### src/rtl/accum_pkg.sv
// Shared types and helpers for the multi-lane framed accumulator.
// Saturation bounds are returned 64 bits wide; callers size-cast to their accumulator width.
package accum_pkg;

  typedef enum logic {
    IDLE  = 1'b0,
    ACCUM = 1'b1
  } state_e;

  function automatic logic signed [63:0] ACCUM_SAT_MAX(input int w);
    return (64'sd1 <<< (w - 1)) - 64'sd1;
  endfunction

  function automatic logic signed [63:0] ACCUM_SAT_MIN(input int w);
    return -(64'sd1 <<< (w - 1));
  endfunction

  // Sign-extend the low w bits of x to 64 bits.
  function automatic logic signed [63:0] sext(input logic [63:0] x, input int w);
    logic signed [63:0] t;
    t = x << (64 - w);
    return t >>> (64 - w);
  endfunction

endpackage

### src/rtl/accum_lane.sv
// One signed lane accumulator: load / add / hold, sticky overflow per frame.
// Define ACCUM_LANES_SAT_EN to clamp on overflow instead of wrapping.
module accum_lane
  import accum_pkg::*;
#(
  parameter int DATAW  = 19,
  parameter int ACCUMW = 32
) (
  input  logic              clk,
  input  logic              rst,
  input  logic              load_i,
  input  logic              add_i,
  input  logic [DATAW-1:0]  din_i,
  output logic [ACCUMW-1:0] sum_o,
  output logic              ovf_o
);

  logic signed [ACCUMW-1:0] acc_q, acc_d, ext, raw, sum;
  logic                     ovf_q, ovf_d, ovf_now;

  always_comb begin
    ext     = ACCUMW'(sext(64'(din_i), DATAW));
    raw     = acc_q + ext;
    ovf_now = (acc_q[ACCUMW-1] == ext[ACCUMW-1]) && (raw[ACCUMW-1] != acc_q[ACCUMW-1]);
`ifdef ACCUM_LANES_SAT_EN
    // On overflow the true sum lies beyond the bound on the side of the shared operand sign.
    if (ovf_now)
      sum = acc_q[ACCUMW-1] ? ACCUMW'(ACCUM_SAT_MIN(ACCUMW)) : ACCUMW'(ACCUM_SAT_MAX(ACCUMW));
    else
      sum = raw;
`else
    sum = raw;
`endif
    sum_o = load_i ? ext : sum;
    ovf_o = load_i ? 1'b0 : (ovf_q | ovf_now);
    acc_d = (load_i || add_i) ? sum_o : acc_q;
    ovf_d = (load_i || add_i) ? ovf_o : ovf_q;
  end

  always_ff @(posedge clk) begin
    if (rst) begin
      acc_q <= '0;
      ovf_q <= 1'b0;
    end else begin
      acc_q <= acc_d;
      ovf_q <= ovf_d;
    end
  end

endmodule

### src/rtl/accum_lanes.sv
// Multi-lane framed signed accumulator with valid/ready on both sides and sticky framing error.
// Optional saturation in each lane is enabled by defining ACCUM_LANES_SAT_EN.
module accum_lanes
  import accum_pkg::*;
#(
  parameter int DATAW  = 19,
  parameter int ACCUMW = 32,
  parameter int LANES  = 4
) (
  input  logic                    clk,
  input  logic                    rst,
  input  logic [LANES*DATAW-1:0]  data,
  input  logic                    ivalid,
  output logic                    iready,
  input  logic                    first,
  input  logic                    last,
  output logic [LANES*ACCUMW-1:0] result,
  output logic [LANES-1:0]        ovf,
  output logic                    ovalid,
  input  logic                    oready,
  output logic                    proto_err
);

  state_e                        state_q, state_d;
  logic                          accept, start, add, close;
  logic                          perr_q, perr_d, ovalid_q, ovalid_d;
  logic [LANES-1:0][ACCUMW-1:0]  sum, res_q, res_d;
  logic [LANES-1:0]              lane_ovf, ovf_q, ovf_d;

  assign iready = !ovalid_q || oready;
  assign accept = ivalid && iready;

  always_comb begin
    state_d = state_q;
    perr_d  = perr_q;
    start   = 1'b0;
    add     = 1'b0;
    close   = 1'b0;
    if (accept) begin
      if (first) begin
        // A first beat always restarts; inside a frame it also flags the truncated frame.
        start   = 1'b1;
        close   = last;
        state_d = last ? IDLE : ACCUM;
        if (state_q == ACCUM) perr_d = 1'b1;
      end else if (state_q == IDLE) begin
        perr_d = 1'b1;
      end else begin
        add   = 1'b1;
        close = last;
        if (last) state_d = IDLE;
      end
    end
    ovalid_d = close ? 1'b1 : (oready ? 1'b0 : ovalid_q);
    res_d    = close ? sum : res_q;
    ovf_d    = close ? lane_ovf : ovf_q;
  end

  for (genvar g = 0; g < LANES; g++) begin : g_lane
    accum_lane #(.DATAW(DATAW), .ACCUMW(ACCUMW)) u_lane (
      .clk    (clk),
      .rst    (rst),
      .load_i (start),
      .add_i  (add),
      .din_i  (data[g*DATAW +: DATAW]),
      .sum_o  (sum[g]),
      .ovf_o  (lane_ovf[g])
    );
  end

  always_ff @(posedge clk) begin
    if (rst) begin
      state_q  <= IDLE;
      perr_q   <= 1'b0;
      ovalid_q <= 1'b0;
      res_q    <= '0;
      ovf_q    <= '0;
    end else begin
      state_q  <= state_d;
      perr_q   <= perr_d;
      ovalid_q <= ovalid_d;
      res_q    <= res_d;
      ovf_q    <= ovf_d;
    end
  end

  assign result    = res_q;
  assign ovf       = ovf_q;
  assign ovalid    = ovalid_q;
  assign proto_err = perr_q;

endmodule

### config.mk
export PLATFORM = sky130hd
export DESIGN_NAME = accum_lanes
export DESIGN_NICKNAME = d
export VERILOG_FILES = /design/src/rtl/accum_pkg.sv /design/src/rtl/accum_lane.sv /design/src/rtl/accum_lanes.sv
export SDC_FILE = /design/constraint.sdc
export NUM_CORES = 1
export LEC_CHECK = 0
export ABC_AREA = 1
export BUFFER_PORTS_ARGS = -buffer_cell sky130_fd_sc_hd__buf_2
export CAP_MARGIN = 5
export CORE_MARGIN = 3
export CORE_UTILIZATION = 29
export DETAILED_ROUTE_END_ITERATION = 10
export PLACE_DENSITY = 0.44
export SYNTH_ARGS = -nofsm -noshare
export SYNTH_HDL_FRONTEND = slang
export SYNTH_HIERARCHICAL = 1
export SYNTH_SLANG_ARGS = --single-unit
### constraint.sdc
create_clock -name clk -period 2.4 [get_ports clk]
set_input_delay 0.12 -clock clk [delete_from_list [all_inputs] [get_ports clk]]
set_output_delay 0.12 -clock clk [all_outputs]
set_load 0.05 [all_outputs]
## Word level (Yosys, flattened, before mapping)

Index checks and enable logic that the tools add are counted.

- Bits in registers: 267
- Bits in latches: 0
- RAM bits: 0
- Memory bits (read-only): 0
- Output and inout bits: 135
- Logic and storage cells: 68
- Memories: 0

- $add $sub $neg: 4
- Multipliers: 0
- Div/mod/pow operators: 0
- Magnitude comparators: 0
- Eq/ne operators: 10
- Shift-type cells: 0
- Mux-type cells: 24
- Bitwise gates (word level): 4
- Reduce and logical (&&, ||, !) cells: 10

Operators with widths:

| kind | number |
|---|---|
| $add A32 B19 Y32 | 4 |
| $mux W32 | 4 |
| $mux W1 | 20 |
| $logic_and A1 B1 Y1 | 5 |
| $eq A1 B1 Y1 | 4 |
| $ne A1 B1 Y1 | 4 |
| $or A1 B1 Y1 | 4 |
| $reduce_and A3 Y1 | 1 |
| $logic_or A1 B1 Y1 | 2 |
| $ne A2 B1 Y1 const B | 1 |
| $ne A2 B2 Y1 const B | 1 |
| $reduce_bool A2 Y1 | 1 |
| $logic_not A1 Y1 | 1 |

## Logic depth before layout (Yosys ltp)

Gate-level depths: netlist of run 1.

- Depth in word-level cells: 5
- Gate-level depth with buffers: 17

## By module

The synthesis of run 1 kept the hierarchy.

Modules (own cells, without submodules):

| module | times used | cells each | area each (um^2) |
|---|---|---|---|
| accum_lane (g_lane[2].u_lane ...) | 2 | 713 | 4015.1 |
| accum_lane (g_lane[0].u_lane ...) | 2 | 710 | 3920.0 |
| accum_lanes | 1 | 876 | 5770.5 |

## Least setup slack after synthesis of run 1

OpenSTA, ideal clock, no wires.

- Kind: reg2reg
- Start point: reg ovalid_q, in the netlist ovalid
- End point: reg res_q, in the netlist result[124]
- Setup time: 114 ps
- Arrival: 2171 ps
- Slack: 114 ps
- Cell stages (with the launch flop): 12
- Path buffers: 2
- Period minus slack after synthesis: 2286 ps
- Cell sequence: dfxtp_1 > nand2_2 > nand2_2 > nor2_1 > clkbuf_1 > nand2_1 > clkbuf_1 > nand2_1 > inv_1 > nand3_1 > nand2_1 > nor2_1

RTL lines:

| what | RTL line | source |
|---|---|---|
| start: declaration | accum_lanes.sv:26 | `logic perr_q, perr_d, ovalid_q, ovalid_d;` |
| start signal: assignment | accum_lanes.sv:81 | `ovalid_q <= ovalid_d;` |
| end signal: assignment | accum_lanes.sv:82 | `res_q <= res_d;` |
| end: declaration | accum_lanes.sv:27 | `logic [LANES-1:0][ACCUMW-1:0] sum, res_q, res_d;` |

==> results by group, run 1 <==
Outcome
  • Status: completed

STA
  • RSZ-0062 raised after global routing: true
  • PnR worst setup slack: 204 ps
  • Clock skew: 28.0 ps
  • Fin crit period: 2200 ps
  • Final period util: 91.5%
  • Final setup violation count: 0
  • Slew margin rel.: 47.5%
  • Pins Over Slew Limit: 0
  • Least-Margin Pin Slew: 787 ps
  • Final hold slack: 41.6 ps
  • Final hold viol count: 0
  • Setup TNS: 0 ps
  • Fmax: 0.455 GHz

Synthesis
  • Post-synth net total: 3,933
  • Ys flop type: dfxtp_1
  • Yosys warns: 6
  • Register area share after synthesis: 24.7%
  • Cells after Synth: 3,722
  • EDFF count, synth: 0
  • Async SR Flop Fraction: 0%
  • Yosys cell types: 42
  • #FFs+latches synth: 267
  • Cell Area, Synth: 21,600 sq um
  • Post-Syn Area per Cell: 5.81 sq um

Floorplan
  • I/O pin cnt: 217
  • Die H: 279 um
  • Die Area: 77,900 sq um
  • Site Rows: 99
  • Initial core utilization: 29.5%
  • Core area: 73,500 sq um
  • Die width: 279 um

Final layout
  • Non-Filler Instances: 4,975
  • Post-layout util: 35.7%
  • Layout Nets: 4,198
  • Layout cells sized above 1: 14.9%
  • Most common cell after layout, fill and taps aside: nand2_1
  • P&R area growth vs syn: 21.3%
  • Commonest cells after routing, fill and taps aside: nand2_1 (1,028), nor2_1 (642), inv_1 (563)

Worst setup path
  • Reg2Reg Depth: 15
  • Critical Path Slowest Stage Cell: fa_2
  • CP Cell Sequence: ha_1 > inv_1 > fa_2 > o21ai_2 > nand2_1 > nand2_1 > nand3_1 > nand3_1 > nand2_1 > nand3_1 > nand2_1 > inv_1 > nand3_1 > nand2_1 > nor2_1
  • R2r endpoint: result[88]$_SDFFE_PP0P_
  • Startpoint Class: flop
  • Most frequent CP cell: nand2_1
  • Critical path endpoint category: flop
  • Worst path max stage delay: 370 ps
  • R2R Setup Slk: 200 ps
  • CP Class: flop to flop
  • Worst EP required: 2830 ps
  • RR Startpoint: g_lane[2].u_lane/acc_q[0]$_SDFFE_PP0P_
  • WP data arrival: 2630 ps
  • CP Max Fanout: 5

Route
  • Via count: 22,400
  • Initial DRT Pass Iterations: 8
  • Routed Antenna Nets: 0
  • DRC Markers: 0
  • Routed WL: 75.1 mm
  • DR top layer: met4
  • Met3 wire length: 2.40 mm
  • Wire length per cell: 15.1 um
  • WL met1: 37.6 mm
  • Vias per cell: 4.51
  • DR iter-0 viols: 1,090
  • Met2 wire length: 33.7 mm

CTS
  • Clk root buf: clkbuf_16
  • CTS tree: built
  • Worst-path clk slew: 60 ps
  • H-tree levels: 2
  • CTS sink count: 267
  • CTS Buffer Depth: 3
  • Worst skew pair latency: 560 ps
  • Cts bufs inserted: 37

Global route
  • Congestion Overflow GR: 0
  • Global-route wire length before repair: 119 mm
  • Vias in the first global route: 21,700
  • Largest net degree at the start of global routing: 135
  • Initial antenna violation count: 2
  • Tot GR Track Use: 18.9%

Hold path
  • Worst hold-check path type: input pin to flop
  • Worst Hold Path Cells: 5
  • HP Start: data[39]
  • Hold Path End: g_lane[2].u_lane/acc_q[1]$_SDFFE_PP0P_

Flow run
  • Max-Cap Viols: 0

Placed design
  • Detailed Place HPWL: 56.7 mm
  • Routability congestion estimate: 0.874
  • Setup WS pre-CTS: 47.6 ps
  • I/O Buffers: 216
  • Inst Count DP: 4,827

Power
  • Cell Pwr Density: 633 nW/um^2
  • Lkg Pwr: 14.6 nW
  • Max VDD drop: 0.000465 V
-- synthesized netlist by cell type, types with 27 or more instances --
library cell     n  share of area, %
nand3_1        336               7.8
nand3_2         32               1.5
nor2_1         648                11
nand2_2         72               2.1
nor2_2          35               1.0
nand2_1       1034                18
dfxtp_1        267                25
o21bai_1        27              0.94
nand4_1         28              0.81
a21oi_1        110               2.5
ha_1           125               7.2
clkbuf_1        52              0.90
inv_1          566               9.8
o21ai_0         81               1.9
o21ai_1         37              0.86
buf_2           42              0.97
-- flip-flops by register name (all words and copies together) (netlist names) --
name                 count
ovf                      4
proto_err                1
g_lane.u_lane/acc_q    128
result                 128
ovalid                   1
state_q                  1
g_lane.u_lane/ovf_q      4
-- worst max-delay path, delay by kind of cell (launching register included) --
| family | cells | cell delay [ps] |
|---|---|---|
| DFF | 1 | 320 |
| buffers and inverters | 2 | 160 |
| adders and majority gates | 2 | 540 |
| and+or+nand+nor | 10 | 840 |
| AOI/OAI and AO/OA | 1 | 240 |
-- cells by family after synthesis --
kind of cell	Yosys count	synth area share, %
XOR/XNOR	20	0.809
buffers and inverters	718	13.1
AND/OR/NAND/NOR	2276	45.4
flip-flops	267	24.7
AO/OA/AOI/OAI	312	8.35
adder cells (fa/ha/maj)	129	7.60
-- area by class of cell --
type | instances | area, sq um
fillers | 8302 | 47200
multi-input cells | 2737 | 13600
flip-flops and latches | 267 | 5350
repair buffers | 354 | 2570
inverters | 590 | 2220
well taps | 959 | 1200
clock buffers | 54 | 1120
clock inverters | 13 | 199
diodes | 1 | 2.50
-- power by group --
part           leakage, nW  switching (mW)  total (mW)  internal (mW)
combinational         11.8            3.77        5.60           1.83
clock                0.647            2.28        6.06           3.78
sequential            2.20           0.195        4.97           4.77
-- metal layers --
layer	up-vias	global-route usage (%)
met5	-	0
met3	74	2.32
met1	9999	26.1
met4	0	4.05
li1	12100	-
met2	319	31.5
-- worst max path at each step --
stage                                           startpoint                       end  slack, ps  depth (start not counted)
finish              g_lane[2].u_lane/acc_q[0]$_SDFFE_PP0P_   result[88]$_SDFFE_PP0P_        200                         15
CTS                 g_lane[1].u_lane/acc_q[0]$_SDFFE_PP0P_   result[46]$_SDFFE_PP0P_         40                         15
detailed placement  g_lane[1].u_lane/acc_q[0]$_SDFFE_PP0P_   result[56]$_SDFFE_PP0P_         50                         15
global route        g_lane[1].u_lane/acc_q[0]$_SDFFE_PP0P_   result[58]$_SDFFE_PP0P_        -20                         17
floorplan                              ovalid$_SDFFE_PP0P_  result[124]$_SDFFE_PP0P_        110                         11
global placement    g_lane[1].u_lane/acc_q[0]$_SDFFE_PP0P_   result[46]$_SDFFE_PP0P_         90                         15
-- repair_timing --
item	CTS	global route
endpoints found under the hold margin	76	0
gates resized for setup	0	38
setup endpoints to repair	0	68
setup buffers	0	7
hold buffers	72	0
-- per-stage QoR --
stage | cell area (sq um) | power, mW
detailed placement | 24000 | 10.5
CTS | 26100 | 16.9
finish | 26300 | 16.6
global placement | 24000 | 10.5
floorplan | 21600 | 8.99
global route | 26300 | 17.8
Note: power is estimated with default switching activity, not from simulation.
==> run 2, diff against run 1 <==
CORE_UTILIZATION = 61   (was 29)
PLACE_DENSITY = 0.81   (was 0.44)
SETUP_SLACK_MARGIN = 0.1   (was not set)
==> run 2 against run 1 <==
- non-clock buffer count is 13 lower
- register-to-register slack barely moved
- power is 9.8% lower
- combinational power decreased by 2%
- largest power group is now combinational logic
- die area shrank 52%
- sequential power barely moved
- via count is 3.6% higher
- critical path type unchanged
- flip-flop and latch count unchanged
- clock power shrank 25%
- largest cell class unchanged
- first-iteration DRC count is 33% higher
==> results by group, run 2 (synthesis gave the netlist of run 1 again) <==
Power
  • Cell Pwr Density: 594 nW/um^2
  • Part of the power in combinational logic: 36.6%
  • Clk pwr share: 30.3%
  • Max VDD drop: 0.000723 V
  • Part of the power in registers: 33.2%
  • Power Total: 15.0 mW
  • Switching Share: 38.3%
  • Lkg Pwr: 14.3 nW
  • Internal power: 9.26 mW
  • Psw: 5.74 mW

Global route
  • Congestion Overflow GR: 0
  • Global-route wire length before repair: 104 mm
  • Vias in the first global route: 21,300
  • Tot GR Track Use: 32.0%
  • Initial antenna violation count: 1
  • Largest net degree at the start of global routing: 135

Final layout
  • P&R area growth vs syn: 16.7%
  • Most common cell after layout, fill and taps aside: nand2_1
  • Fillers: 3,079
  • Register area: 5350 sq um
  • Layout cells sized above 1: 15.3%
  • Area of the multi-input gates: 13,800 sq um
  • Commonest cells after routing, fill and taps aside: nand2_1 (1,020), nor2_1 (638), inv_1 (562)
  • Layout Nets: 4,178

CTS
  • Worst skew pair latency: 580 ps
  • Worst-path clk slew: 60 ps
  • CTS sink count: 267
  • Clk root buf: clkbuf_16
  • H-tree levels: 1
  • CTS tree: built
  • Cts bufs inserted: 30
  • CTS Buffer Depth: 3

Worst setup path
  • R2R Setup Slk: 210 ps
  • Startpoint Class: flop
  • R2r endpoint: result[28]$_SDFFE_PP0P_
  • Worst EP required: 2870 ps
  • CP Class: flop to flop
  • RR Startpoint: g_lane[0].u_lane/acc_q[0]$_SDFFE_PP0P_
  • WP data arrival: 2660 ps
  • Critical path endpoint category: flop
  • Reg2Reg Depth: 15
  • CP Max Fanout: 4

Hold path
  • HP Start: ivalid
  • Hold Path End: result[13]$_SDFFE_PP0P_
  • Worst hold-check path type: input pin to flop
  • Worst Hold Path Cells: 5

STA
  • Final period util: 91.1%
  • RSZ-0062 raised after global routing: true
  • Clock skew: 18.8 ps
  • Final setup violation count: 0
  • Slew margin rel.: 49.6%
  • Final hold viol count: 0
  • Fmax: 0.457 GHz
  • Fin crit period: 2190 ps
  • Pins Over Slew Limit: 0
  • Least-Margin Pin Slew: 756 ps
  • Setup TNS: 0 ps

Floorplan
  • Core area: 34,700 sq um
  • Die Area: 37,800 sq um
  • Die H: 194 um
  • Site Rows: 68
  • Die width: 194 um
  • I/O pin cnt: 217
  • Initial core utilization: 62.3%

Route
  • Initial DRT Pass Iterations: 7
  • Routed Antenna Nets: 0
  • Via count: 23,300
  • Vias per cell: 5.24
  • DRC Markers: 0
  • Routed WL: 63.1 mm
  • DR iter-0 viols: 1,446
  • Wire length per cell: 14.2 um

Placed design
  • I/O Buffers: 216
  • Routability congestion estimate: 0.980
  • Detailed Place HPWL: 45.3 mm

Flow run
  • Max-Cap Viols: 0

Outcome
  • Status: completed
-- run 2: stage by stage --
stage               area [sq um]  setup WS (ps)  util [%]  instances  hold WS, ps
floorplan                  21600            114         -       3722          189
global placement           23100            159      66.7       4305          444
detailed placement         23100            113      66.7       4305          449
CTS                        24800            139      71.6       4431         4.35
global route               25300           58.1      72.8       4442         94.7
finish                     25300            213      72.8       4442          114
-- run 2: cell type report --
type,instances,share of cell area (%)
timing repair buffer,341,9.34
sequential,267,21.2
multi-input combinational,2737,54.7
clock inverter,8,0.366
clock buffer,43,3.41
antenna,1,0.00991
inverter,590,8.78
tap,455,2.25
-- run 2: repair_timing --
item                                    in CTS  in global routing
resized for setup                            1                 92
hold buffers                                75                  0
hold endpoints to repair                   110                  0
endpoints found under the setup margin       1                 64
pin swaps                                    0                 16
setup buffers                                0                 10
-- run 2: how the worst max path moves through the flow --
stage / from / to / slack (ps) / depth (start not counted)
2_1_floorplan: ovalid$_SDFFE_PP0P_ / result[124]$_SDFFE_PP0P_ / 110 / 11
3_3_place_gp: data[37] / ovf[1]$_SDFFE_PP0P_ / 160 / 16
3_5_place_dp: g_lane[0].u_lane/acc_q[0]$_SDFFE_PP0P_ / result[30]$_SDFFE_PP0P_ / 110 / 17
4_1_cts: g_lane[3].u_lane/acc_q[0]$_SDFFE_PP0P_ / result[120]$_SDFFE_PP0P_ / 140 / 15
5_1_grt: g_lane[1].u_lane/acc_q[13]$_SDFFE_PP0P_ / result[50]$_SDFFE_PP0P_ / 60 / 14
6_report: g_lane[0].u_lane/acc_q[0]$_SDFFE_PP0P_ / result[28]$_SDFFE_PP0P_ / 210 / 15
-- run 2: critical path, stage by stage, from the launching register on --
cell	delay (ps)
dfxtp_2	330
ha_2	170
inv_1	60
fa_2	440
o21ai_4	180
nand2_1	90
nand3_2	120
nand2_1	110
nand2_1	100
nand2_1	50
nand3_1	100
nand2_1	60
inv_1	70
nand3_1	70
nand2_1	90
nor2_1	50
-- run 2: layer usage --
metal | vias up | track usage [%] | share of wire (%)
li1 | 12000 | - | -
met1 | 10300 | 42.8 | 45
met2 | 785 | 53.4 | 45
met3 | 162 | 4.02 | 6.6
met4 | 0 | 11.1 | 4.0
met5 | - | 0 | 0
-- run 2: power by group through the flow --
stage,registers (mW),logic [mW],clock network [mW]
global route,5.01,6.14,4.77
finish,4.97,5.48,4.54
global placement,5.05,5.08,0
CTS,4.96,5.27,4.65
detailed placement,5.05,5.13,0
floorplan,5.50,3.49,0
